File: src/rtl/cordic_pkg.sv
// Shared types for the CORDIC sharing arbiter: FSM state encoding,
// phase range limit and the response record.
// Optional engine watchdog is enabled with CORDIC_ARB_TIMEOUT_EN (see top).
package cordic_pkg;

  typedef enum logic [1:0] {IDLE, ISSUE, BUSY, RESP} arb_state_t;

  localparam int PKG_EXPAND_BIT = 16;
  // 360 degrees in fixed point; phases at or above this are rejected
  localparam longint PHASE_MAX = longint'(360) << PKG_EXPAND_BIT;

  function automatic longint phase_max(input int expand_bit);
    return longint'(360) << expand_bit;
  endfunction

  // Response record sized for the widest supported configuration
  // (NUM_REQ <= 8, DATA_WIDTH <= 64); the top narrows it on output.
  localparam int RSP_IDW = 3;
  localparam int RSP_DW  = 64;

  typedef struct packed {
    logic [RSP_IDW-1:0] id;
    logic [RSP_DW-1:0]  sin;
    logic [RSP_DW-1:0]  cos;
    logic               err;
  } rsp_t;

endpackage

File: src/rtl/cordic_share_arb_rr_arbiter.sv
// Combinational round-robin picker: first set request at or after ptr,
// wrapping modulo NUM_REQ. The pointer register lives in the parent.
module rr_arbiter #(
  parameter  int NUM_REQ = 4,
  localparam int ID_W    = $clog2(NUM_REQ)
) (
  input  logic [NUM_REQ-1:0] req,
  input  logic [ID_W-1:0]    ptr,
  input  logic               en,
  output logic [NUM_REQ-1:0] gnt,
  output logic [ID_W-1:0]    gnt_idx
);

  logic [ID_W-1:0] idx;
  logic            found;

  // Walk the ring starting at ptr, stop at the first requester
  always_comb begin
    gnt     = '0;
    gnt_idx = '0;
    found   = 1'b0;
    idx     = ptr;
    for (int i = 0; i < NUM_REQ; i++) begin
      if (en && !found && req[idx]) begin
        found   = 1'b1;
        gnt_idx = idx;
      end
      idx = (idx == ID_W'(NUM_REQ - 1)) ? '0 : idx + 1'b1;
    end
    if (found) gnt[gnt_idx] = 1'b1;
  end

endmodule

File: src/rtl/cordic_share_arb.sv
// Shares one iterative sin/cos CORDIC engine between NUM_REQ requesters:
// round-robin grant, phase range check, one-cycle engine start, and a single
// valid/ready response port tagged with the requester id.
// Define CORDIC_ARB_TIMEOUT_EN to add an engine watchdog of TIMEOUT cycles.
module cordic_share_arb
  import cordic_pkg::*;
#(
  parameter int NUM_REQ    = 4,
  parameter int ID_W       = $clog2(NUM_REQ),
  parameter int DATA_WIDTH = 32,
  parameter int EXPAND_BIT = 16,
  parameter int TIMEOUT    = 64
) (
  input  logic                          clk,
  input  logic                          rst_n,
  input  logic [NUM_REQ-1:0]            req_valid,
  output logic [NUM_REQ-1:0]            req_ready,
  input  logic [NUM_REQ*DATA_WIDTH-1:0] req_phase,
  output logic                          eng_start,
  output logic [DATA_WIDTH-1:0]         eng_phase,
  input  logic                          eng_done,
  input  logic [DATA_WIDTH-1:0]         eng_sin,
  input  logic [DATA_WIDTH-1:0]         eng_cos,
  output logic                          rsp_valid,
  input  logic                          rsp_ready,
  output logic [ID_W-1:0]               rsp_id,
  output logic [DATA_WIDTH-1:0]         rsp_sin,
  output logic [DATA_WIDTH-1:0]         rsp_cos,
  output logic                          rsp_err
);

  if (NUM_REQ < 2 || NUM_REQ > 8 || DATA_WIDTH > RSP_DW || TIMEOUT < 1) begin : g_bad_cfg
    $error("cordic_share_arb: unsupported parameter set");
  end

  localparam logic [DATA_WIDTH:0] PMAX = (DATA_WIDTH+1)'(phase_max(EXPAND_BIT));

  arb_state_t             state_q, state_d;
  logic                   run_q;
  logic [ID_W-1:0]        ptr_q, ptr_nxt, gnt_idx;
  logic [NUM_REQ-1:0]     gnt;
  logic                   hs, in_range, to_hit;
  logic [DATA_WIDTH-1:0]  gnt_phase;
  rsp_t                   rsp_q;

  // run_q keeps req_ready low while reset is asserted and for the first edge after
  rr_arbiter #(.NUM_REQ(NUM_REQ)) u_rr (
    .req     (req_valid),
    .ptr     (ptr_q),
    .en      (state_q == IDLE && run_q),
    .gnt     (gnt),
    .gnt_idx (gnt_idx)
  );

  assign req_ready = gnt;
  assign hs        = |(req_valid & gnt);
  assign in_range  = {1'b0, gnt_phase} < PMAX;
  assign ptr_nxt   = (gnt_idx == ID_W'(NUM_REQ - 1)) ? '0 : gnt_idx + 1'b1;

  // Phase mux driven by the one-hot grant
  always_comb begin
    gnt_phase = '0;
    for (int i = 0; i < NUM_REQ; i++)
      if (gnt[i]) gnt_phase = req_phase[i*DATA_WIDTH +: DATA_WIDTH];
  end

`ifdef CORDIC_ARB_TIMEOUT_EN
  localparam int TO_W = $clog2(TIMEOUT + 1);
  logic [TO_W-1:0] to_cnt_q;

  assign to_hit = (to_cnt_q == TO_W'(TIMEOUT - 1));

  // Watchdog: cleared on issue, counts BUSY cycles
  always_ff @(posedge clk or negedge rst_n) begin
    if (!rst_n)                to_cnt_q <= '0;
    else if (state_q == ISSUE) to_cnt_q <= '0;
    else if (state_q == BUSY)  to_cnt_q <= to_cnt_q + 1'b1;
  end
`else
  assign to_hit = 1'b0;
`endif

  // State register
  always_ff @(posedge clk or negedge rst_n) begin
    if (!rst_n) begin
      state_q <= IDLE;
      run_q   <= 1'b0;
    end else begin
      state_q <= state_d;
      run_q   <= 1'b1;
    end
  end

  // Next-state: eng_done only matters while BUSY
  always_comb begin
    state_d = state_q;
    case (state_q)
      IDLE:    if (hs) state_d = in_range ? ISSUE : RESP;
      ISSUE:   state_d = BUSY;
      BUSY:    if (eng_done || to_hit) state_d = RESP;
      RESP:    if (rsp_ready) state_d = IDLE;
      default: state_d = IDLE;
    endcase
  end

  // Pointer, engine phase and response capture
  always_ff @(posedge clk or negedge rst_n) begin
    if (!rst_n) begin
      ptr_q     <= '0;
      eng_phase <= '0;
      rsp_q     <= '0;
    end else if (hs) begin
      ptr_q     <= ptr_nxt;
      rsp_q.id  <= RSP_IDW'(gnt_idx);
      rsp_q.sin <= '0;
      rsp_q.cos <= '0;
      rsp_q.err <= !in_range;
      if (in_range) eng_phase <= gnt_phase;
    end else if (state_q == BUSY) begin
      if (eng_done) begin
        rsp_q.sin <= RSP_DW'(eng_sin);
        rsp_q.cos <= RSP_DW'(eng_cos);
        rsp_q.err <= 1'b0;
      end else if (to_hit) begin
        rsp_q.sin <= '0;
        rsp_q.cos <= '0;
        rsp_q.err <= 1'b1;
      end
    end
  end

  assign eng_start = (state_q == ISSUE);
  assign rsp_valid = (state_q == RESP);
  assign rsp_id    = ID_W'(rsp_q.id);
  assign rsp_sin   = DATA_WIDTH'(rsp_q.sin);
  assign rsp_cos   = DATA_WIDTH'(rsp_q.cos);
  assign rsp_err   = rsp_q.err;

endmodule
File: config.mk
export PLATFORM = sky130hd
export DESIGN_NAME = cordic_share_arb
export DESIGN_NICKNAME = d
export VERILOG_FILES = /design/src/rtl/cordic_pkg.sv /design/src/rtl/cordic_share_arb_rr_arbiter.sv /design/src/rtl/cordic_share_arb.sv
export SDC_FILE = /design/constraint.sdc
export NUM_CORES = 1
export LEC_CHECK = 0
export ABC_AREA = 1
export CORE_ASPECT_RATIO = 1.25
export CORE_MARGIN = 3
export CORE_UTILIZATION = 37
export DETAILED_ROUTE_END_ITERATION = 16
export GPL_TIMING_DRIVEN = 0
export PLACE_DENSITY = 0.77
export SLEW_MARGIN = 20
export SYNTH_ARGS = -nofsm -noshare
export SYNTH_HDL_FRONTEND = slang
export SYNTH_SLANG_ARGS = --single-unit
File: constraint.sdc
create_clock -name clk -period 3.6 [get_ports clk]
set_input_delay 0.54 -clock clk [delete_from_list [all_inputs] [get_ports clk]]
set_output_delay 0.54 -clock clk [all_outputs]
set_load 0.05 [all_outputs]
==> key figures, run 1 <==
Timing
  – Final WS setup: 0.0531 ns
  – Setup Viol. Count Final: 0
  – Final Max Slew Viols: 0
  – Post-route setup TNS: 0 ns
  – Achievable Freq: between 200 and 300 MHz
  – Slew headroom: between 50 and 60%
  – Clk_skew: ~0.009 ns
  – Final hold violation count: 0
  – Slew @ Worst Pin: between 0.6 and 0.7 ns
  – RSZ-0062 raised after global routing: yes
  – Fin crit period: 3.55 ns
  – Final period util: just under 100%

Global routing
  – Initial antenna violation count: 0
  – Global route overflow: 0
  – Total GRT Usage: 23.5%
  – Vias in the first global route: 6535
  – Largest net degree at the start of global routing: 64
  – Global-route wire length before repair: roughly 33 mm

Synth
  – Post-synthesis mux area share: 0%
  – Ys async rst share: 100%
  – Mean post-synth cell area: slightly above 7 µm²
  – EDFF count, synth: 0
  – Yosys cell types: 33
  – Top post-synthesis cells by count: nand2_1 (255), nand3_1 (142), dfrtp_1 (104), a21oi_1 (69), inv_1 (47)
  – Main area contributors after synthesis: dfrtp_1 (43%), nand2_1 (16%), nand3_1 (12%)
  – Cell with the most instances after synthesis: nand2_1
  – Total number of yosys warnings: 0
  – Post-Synth XOR/XNOR Area: 0%
  – Cells after synthesis: slightly above 800
  – Post-synth net total: 1039
  – Simple-gate share of the synthesized area: 35.3%
  – Seq/Total Area, Yosys: a little over two fifths
  – Top_reg_cell synth: dfrtp_1
  – Share of the synthesized area in the top cell type: 43.1%
  – Post-synth top area cell: dfrtp_1
  – Largest family of logic cells by synthesized area: simple AND/OR/NAND/NOR gates
  – Cell area after synthesis: a little over 6000 µm²
  – Synth Area in Adders: under 10%
  – Synth Area in Compound Gates: a little over 10%
  – Synth Register Bits: approximately 100

Cells and area
  – Design Area, Final: 10300 µm²
  – Fin nets: approximately 1.4k
  – # diodes: 0
  – Layout cell share with drive strength beyond 1: between 10 and 15%
  – Syn-to-layout area delta: 70.9%
  – Final Non-Filler Cells: about 1.4k

Setup path
  – CP Class: in2out
  – Largest stage delay on the critical path: 0.41 ns
  – CP cell instances: clkdlybuf4s50_1 -> inv_2 -> nand2_2 -> nand3_2 -> nand2_2 -> o21ai_4 -> inv_2 -> nor2_4 -> nand2_1 -> o211ai_1 -> a21oi_4 -> inv_2 -> ha_4 -> nand2_4 -> buf_8 -> inv_1 -> buf_8 -> buf_6
  – R2r worst-path depth: 23
  – CP max-delay cell: clkdlybuf4s50_1
  – Worst EP required: slightly above 3 ns
  – Worst Setup End Kind: primary output
  – CP Launch Type: input pin
  – Arr. time, crit path: 3.01 ns
  – Critical path fanouts, max: 11
  – Most frequent CP cell: inv_2

Place
  – DP Worst Slack: -1.13 ns
  – Cell count after placement: approximately 1.3k
  – Port Buffers: roughly 300
  – Post-DP HPWL: about 17 mm
  – Placed cell areas: ~9400 µm²
  – Final Wtd Congestion: approximately 0.9

Clock network
  – Num Clock Sinks: roughly 100
  – Clk_lat worst skew: between 0.3 and 0.4 ns
  – Clock transition at the registers of the reported paths: 0.07 ns
  – TritonCTS clock tree: built
  – Root buf cell: clkbuf_16
  – CTS Buffer Depth: 2
  – Num CTS Buffers: 9
  – Htree depth: 3

Route
  – Post-route ant nets: 0
  – DRT Wirelength: between 20 and 25 mm
  – Remaining DRCs: 0
  – WL per Instance: roughly 16 µm
  – Via density: approximately 5.0
  – 1st-pass router iterations: 5
  – Vias: slightly below 7k
  – Initial DRC Count: between 400 and 500

Die
  – Core area: about 16000 µm²
  – Row count: between 50 and 60
  – Die Ht: approximately 150 µm
  – Die X: around 120 µm
  – Die Area: around 18000 µm²
  – Initial core utilization: between 30% and 40%
  – Num ports: around 300

Power and ir drop
  – Clock Power Share: a little over a tenth
  – Total power: approximately 8.9 mW
  – VDD IR max: roughly 0.42 mV
  – Seq pwr share: around a fifth
  – Comb power frac: 70.0%
  – Lkg Pwr: 4.77 nW
  – Cell Int Power: between 4 and 5 mW
  – Sw power: around 4.5 mW
  – Power Dens Cells: between 800 and 900 nW/µm²
  – Switch share: 50.5%

Hold path
  – Worst hold path type: in2async

Status
  – Status: completed

Flow run
  – Max-Cap Viols: 0
[placed cells by master (no fill, tap or decap), types with 3 or more instances in the layout]
cell,n
nor2_4,3
nand2_4,4
nand3_1,136
nand4_1,26
or2_1,4
clkbuf_4,5
inv_1,36
ha_4,4
nor2_1,11
clkinv_4,3
buf_6,13
buf_8,6
inv_2,22
clkdlybuf4s50_1,299
nand2_1,242
ha_1,5
dfrtp_1,104
o21ai_1,5
nor2_2,6
o21ai_0,41
clkbuf_1,26
nand3_2,6
or2_2,6
buf_2,10
nand3_4,4
nand2_2,16
clkbuf_16,11
a21oi_1,66
buf_4,39
[stage by stage]
stage          hold slack, ns  util (%)
6_report               0.0961      65.4
5_1_grt                 0.111      65.4
4_1_cts                 0.106      61.8
3_5_place_dp            0.456      59.5
3_3_place_gp            0.454      59.3
2_1_floorplan           0.244         -
[state kept, by name, indices dropped and copies added, names as in the netlist]
| name | cells |
|---|---|
| rsp_sin | 32 |
| ptr_q | 2 |
| rsp_err | 1 |
| state_q | 2 |
| rsp_cos | 32 |
| eng_phase | 32 |
| run_q | 1 |
| rsp_id | 2 |
[worst paths after layout]
path | startpoint | endpoint | slack, ns
worst max-delay path | req_valid[0] | req_ready[3] | 0.05
worst min-delay path | rst_n | rsp_sin[21]$_DFFE_PN0P_ | 0.1
worst max register to register | ptr_q[0]$_DFFE_PN0P_ | rsp_err$_DFFE_PN0P_ | 0.13
worst min register to register | eng_phase[9]$_DFFE_PN0P_ | eng_phase[9]$_DFFE_PN0P_ | 0.47
max in group asynchronous | rst_n | rsp_cos[10]$_DFFE_PN0P_ | 2.84
min in group clk | eng_phase[9]$_DFFE_PN0P_ | eng_phase[9]$_DFFE_PN0P_ | 0.47
[layout make-up]
| class | instances | area (µm²) |
|---|---|---|
| clock buffer | 11 | 253 |
| buffer | 61 | 398 |
| timing repair buffer | 343 | 3410 |
| sequential | 104 | 2600 |
| clock inverter | 5 | 51.3 |
| multi-input combinational | 602 | 3100 |
| fill | 1361 | 5450 |
| tap | 212 | 265 |
| inverter | 61 | 239 |
[per-layer routing]
| metal | GRT usage, % | vias up | wire length, µm |
|---|---|---|---|
| li1 | - | 3426 | - |
| met1 | 27.0 | 3165 | 8610 |
| met2 | 42.2 | 327 | 11500 |
| met3 | 6.71 | 42 | 2080 |
| met4 | 6.97 | 0 | 624 |
| met5 | 0 | - | 0 |
[power groups by stage]
stage,combinational (mW),clock [mW],sequential [mW]
5_1_grt,6.76,1.05,1.74
4_1_cts,5.38,1.01,1.70
2_1_floorplan,2.55,0,2.75
3_5_place_dp,5.28,0,1.72
6_report,6.26,0.984,1.70
3_3_place_gp,5.24,0,1.71
[kinds of logic (layout without fill, tap and decap cells)]
group | count (synthesis) | count (layout)
and+or+nand+nor | 469 | 470
buffers and inverters | 124 | 481
AOI/OAI and AO/OA | 121 | 121
DFF | 104 | 104
adders and majority gates | 10 | 10
other | 1 | 1
[critical path, delay by kind of cell]
family	cells	cell delay, ns
buffers and inverters	8	1.30
AND/OR/NAND/NOR	6	0.55
AO/OA/AOI/OAI	3	0.45
adder cells (fa/ha/maj)	1	0.16
[what timing repair did]
action                     CTS  global route
hold buffers                 0             0
buffers inserted             2            32
setup endpoints to repair  104           103
pin swaps                    1            26
cloned                       0             5
gates resized for setup     43            91
(Power assumes the default switching activity.)
==> run 2: changes to the inputs <==
--- a/config.mk
+++ b/config.mk
@@ -13,4 +13,5 @@
 export GPL_TIMING_DRIVEN = 0
 export PLACE_DENSITY = 0.77
+export REMOVE_ABC_BUFFERS = 1
 export SLEW_MARGIN = 20
 export SYNTH_ARGS = -nofsm -noshare
==> constraint.sdc (replaced) <==
create_clock -name clk -period 3.6 [get_ports clk]
set_input_delay 0.54 -clock clk [delete_from_list [all_inputs] [get_ports clk]]
set_output_delay 0.54 -clock clk [all_outputs]
set_load 0.005 [all_outputs]
==> run 2 against run 1 <==
  * Power fell by 4.5%
  * Setup slack got worse by 0.00097 ns
  * Sequential cell count did not move
  * Non-clock buffer count fell by 42
  * Clock skew rose by 0.0040 ns
  * Highest routed layer unchanged
  * Sequential share of layout area fell by 0.35 points
  * Die area did not move
==> key figures, run 2 (synthesized netlist as in run 1, its figures left out) <==
Die
  – Num ports: 305 (unchanged)
  – Die Ht: 149 µm (unchanged)
  – Initial core utilization: 38.3% (unchanged)
  – Die Area: 17900 µm² (unchanged)
  – Core area: 15800 µm² (unchanged)
  – Row count: 51 (unchanged)
  – Die X: 120 µm (unchanged)

Cells and area
  – Layout cell share with drive strength beyond 1: 16.0% (+1.0 points)
  – # diodes: 0 (unchanged)
  – Commonest non-fill, non-tap cells in the layout: clkdlybuf4s50_1 (294), nand2_1 (227), nand3_1 (137)
  – Design Area, Final: 10500 µm² (+1.5%)
  – Fillers: 1325 (-2.6%)
  – Fin util: 66.4% (+0.98 points)
  – Syn-to-layout area delta: 73.5%
  – Register Area: 2610 µm² (about the same)
  – Fin nets: 1361 (-2.2%)
  – Multi-input gate area: 3320 µm² (+7.1%)
  – Leading cell type in the layout, fill and taps excluded: clkdlybuf4s50_1

Setup path
  – R2r worst-path depth: 28 (+22%)
  – Critical path fanouts, max: 8 (-3)
  – RR Endpoint: eng_phase[11]$_DFFE_PN0P_
  – Arr. time, crit path: 3.84 ns (+0.83 ns)
  – Worst r2r src: ptr_q[0]$_DFFE_PN0P_
  – Worst R2R Setup Slack: 0.05 ns (-0.08 ns)
  – CP max-delay cell: dfrtp_2
  – Worst Setup End Kind: register
  – Worst EP required: 3.89 ns (+0.83 ns)
  – Most frequent CP cell: nand2_1
  – CP Launch Type: register
  – Largest stage delay on the critical path: 0.44 ns (+0.03 ns)
  – CP Class: reg2reg

Place
  – Post-DP HPWL: 14.3 mm (-17%)
  – Port Buffers: 304 (unchanged)
  – Placed cell areas: 9130 µm² (-2.6%)
  – Final Wtd Congestion: 0.879 (-4.2%)

Route
  – Initial DRC Count: 485 (+15%)
  – Via density: 5.17 (+3.9%)
  – 1st-pass router iterations: 4 (-1)
  – Post-route ant nets: 0 (unchanged)
  – Remaining DRCs: 0 (unchanged)
  – DRT Wirelength: 24.1 mm (+5.9%)
  – WL per Instance: 17.6 µm (+8.3%)
  – Vias: 7071 (+1.6%)

Timing
  – Achievable Freq: 282 MHz (about the same)
  – Final hold violation count: 0 (unchanged)
  – Final period util: 98.6% (about the same)
  – Slew headroom: 49.8% (-7.9 points)
  – Slew @ Worst Pin: 0.752 ns (+0.120 ns)
  – Final Max Slew Viols: 0 (unchanged)
  – RSZ-0062 raised after global routing: yes
  – Fin crit period: 3.55 ns (+0.000966 ns)
  – Setup Viol. Count Final: 0 (unchanged)
  – Post-route setup TNS: 0 ns (unchanged)
  – Clk_skew: 0.0130 ns (+0.00405 ns)

Global routing
  – Largest net degree at the start of global routing: 67 (+4.7%)
  – Vias in the first global route: 6673 (+2.1%)
  – Initial antenna violation count: 0 (unchanged)
  – Global route overflow: 0 (unchanged)
  – Total GRT Usage: 25.2% (+1.7 points)
  – Global-route wire length before repair: 35.4 mm (+5.9%)

Clock network
  – Root buf cell: clkbuf_16
  – Num Clock Sinks: 104 (unchanged)
  – Clock transition at the registers of the reported paths: 0.08 ns (about the same)
  – Htree depth: 3 (unchanged)
  – Post-CTS Hold Buffers: 0 (unchanged)
  – TritonCTS clock tree: built
  – CTS Buffer Depth: 2 (unchanged)
  – Clk_lat worst skew: 0.35 ns (about the same)
  – Num CTS Buffers: 9 (unchanged)

Power and ir drop
  – Total power: 8.54 mW (-4.5%)
  – Power Dens Cells: 816 nW/µm² (-5.9%)
  – Lkg Pwr: 4.79 nW (+0.24%)
  – VDD IR max: 0.654 mV (+54%)

Flow run
  – Max-Cap Viols: 0 (unchanged)

Hold path
  – Worst hold path type: in2async

Status
  – Status: completed
run 2: cell types whose count changed in the layout (fill, tap and decap cells not counted), sizes merged, moves of 3 or more:
cell,change
nand2,+3
dlymetal6s2s,+7
clkinvlp,+6
clkdlybuf4s50,-5
buf,-10
clkbuf,-36
run 2: how the worst max path moves through the flow:
stage / startpoint / slack, ns / end / depth (start not counted)
finish: ptr_q[0]$_DFFE_PN0P_ / 0.05 / eng_phase[11]$_DFFE_PN0P_ / 28
global route: ptr_q[0]$_DFFE_PN0P_ / -0.10 / eng_phase[15]$_DFFE_PN0P_ / 27
floorplan: ptr_q[0]$_DFFE_PN0P_ / -0.71 / rsp_err$_DFFE_PN0P_ / 16
CTS: ptr_q[1]$_DFFE_PN0P_ / 0.01 / req_ready[1] / 15
global placement: req_valid[0] / -2.37 / rsp_err$_DFFE_PN0P_ / 17
detailed placement: req_valid[0] / -2.06 / rsp_err$_DFFE_PN0P_ / 24
run 2: cell type report:
cell class              count  area share [%]
well taps                 212            2.53
repair buffers            362            35.1
repair inverters            5           0.287
flip-flops and latches    104            24.9
clock buffers               9            2.15
inverters                  61            2.62
clock inverters             7           0.693
multi-input cells         608            31.7
run 2: timing repair:
action,4_1_cts,5_1_grt
cloned,12,1
hold endpoints to repair,0,0
resized for setup,47,78
buffers inserted,32,22
endpoints found under the setup margin,107,102
pin swaps,8,29
run 2: worst max-delay path, delay by kind of cell, from the launching register on:
kind,cells,cell delay (ns)
simple gates,18,1.60
buf+inv,6,0.79
flops,1,0.44
compound gates,3,0.44
fa+ha+maj,1,0.22
run 2: per-stage QoR:
stage / cells / hold WS (ns) / setup slack (ns)
6_report: 1368 / 0.111 / 0.0522
5_1_grt: 1368 / 0.145 / -0.102
4_1_cts: 1345 / 0.123 / 0.0147
3_5_place_dp: 1285 / 0.457 / -2.06
3_3_place_gp: 1282 / 0.453 / -2.37
2_1_floorplan: 766 / 0.244 / -0.709
run 2: where the power goes:
part	internal [mW]	total [mW]	switching (mW)
combinational	2.57	5.84	3.28
clock	0.493	0.994	0.501
sequential	1.51	1.70	0.193
run 2: per-layer routing:
| layer | vias up | GRT usage (%) | wire length (µm) |
|---|---|---|---|
| li1 | 3381 | - | - |
| met1 | 3277 | 28.3 | 8850 |
| met2 | 341 | 44.2 | 12200 |
| met3 | 72 | 5.58 | 1750 |
| met4 | 0 | 13.7 | 1350 |
| met5 | - | 0 | 0 |
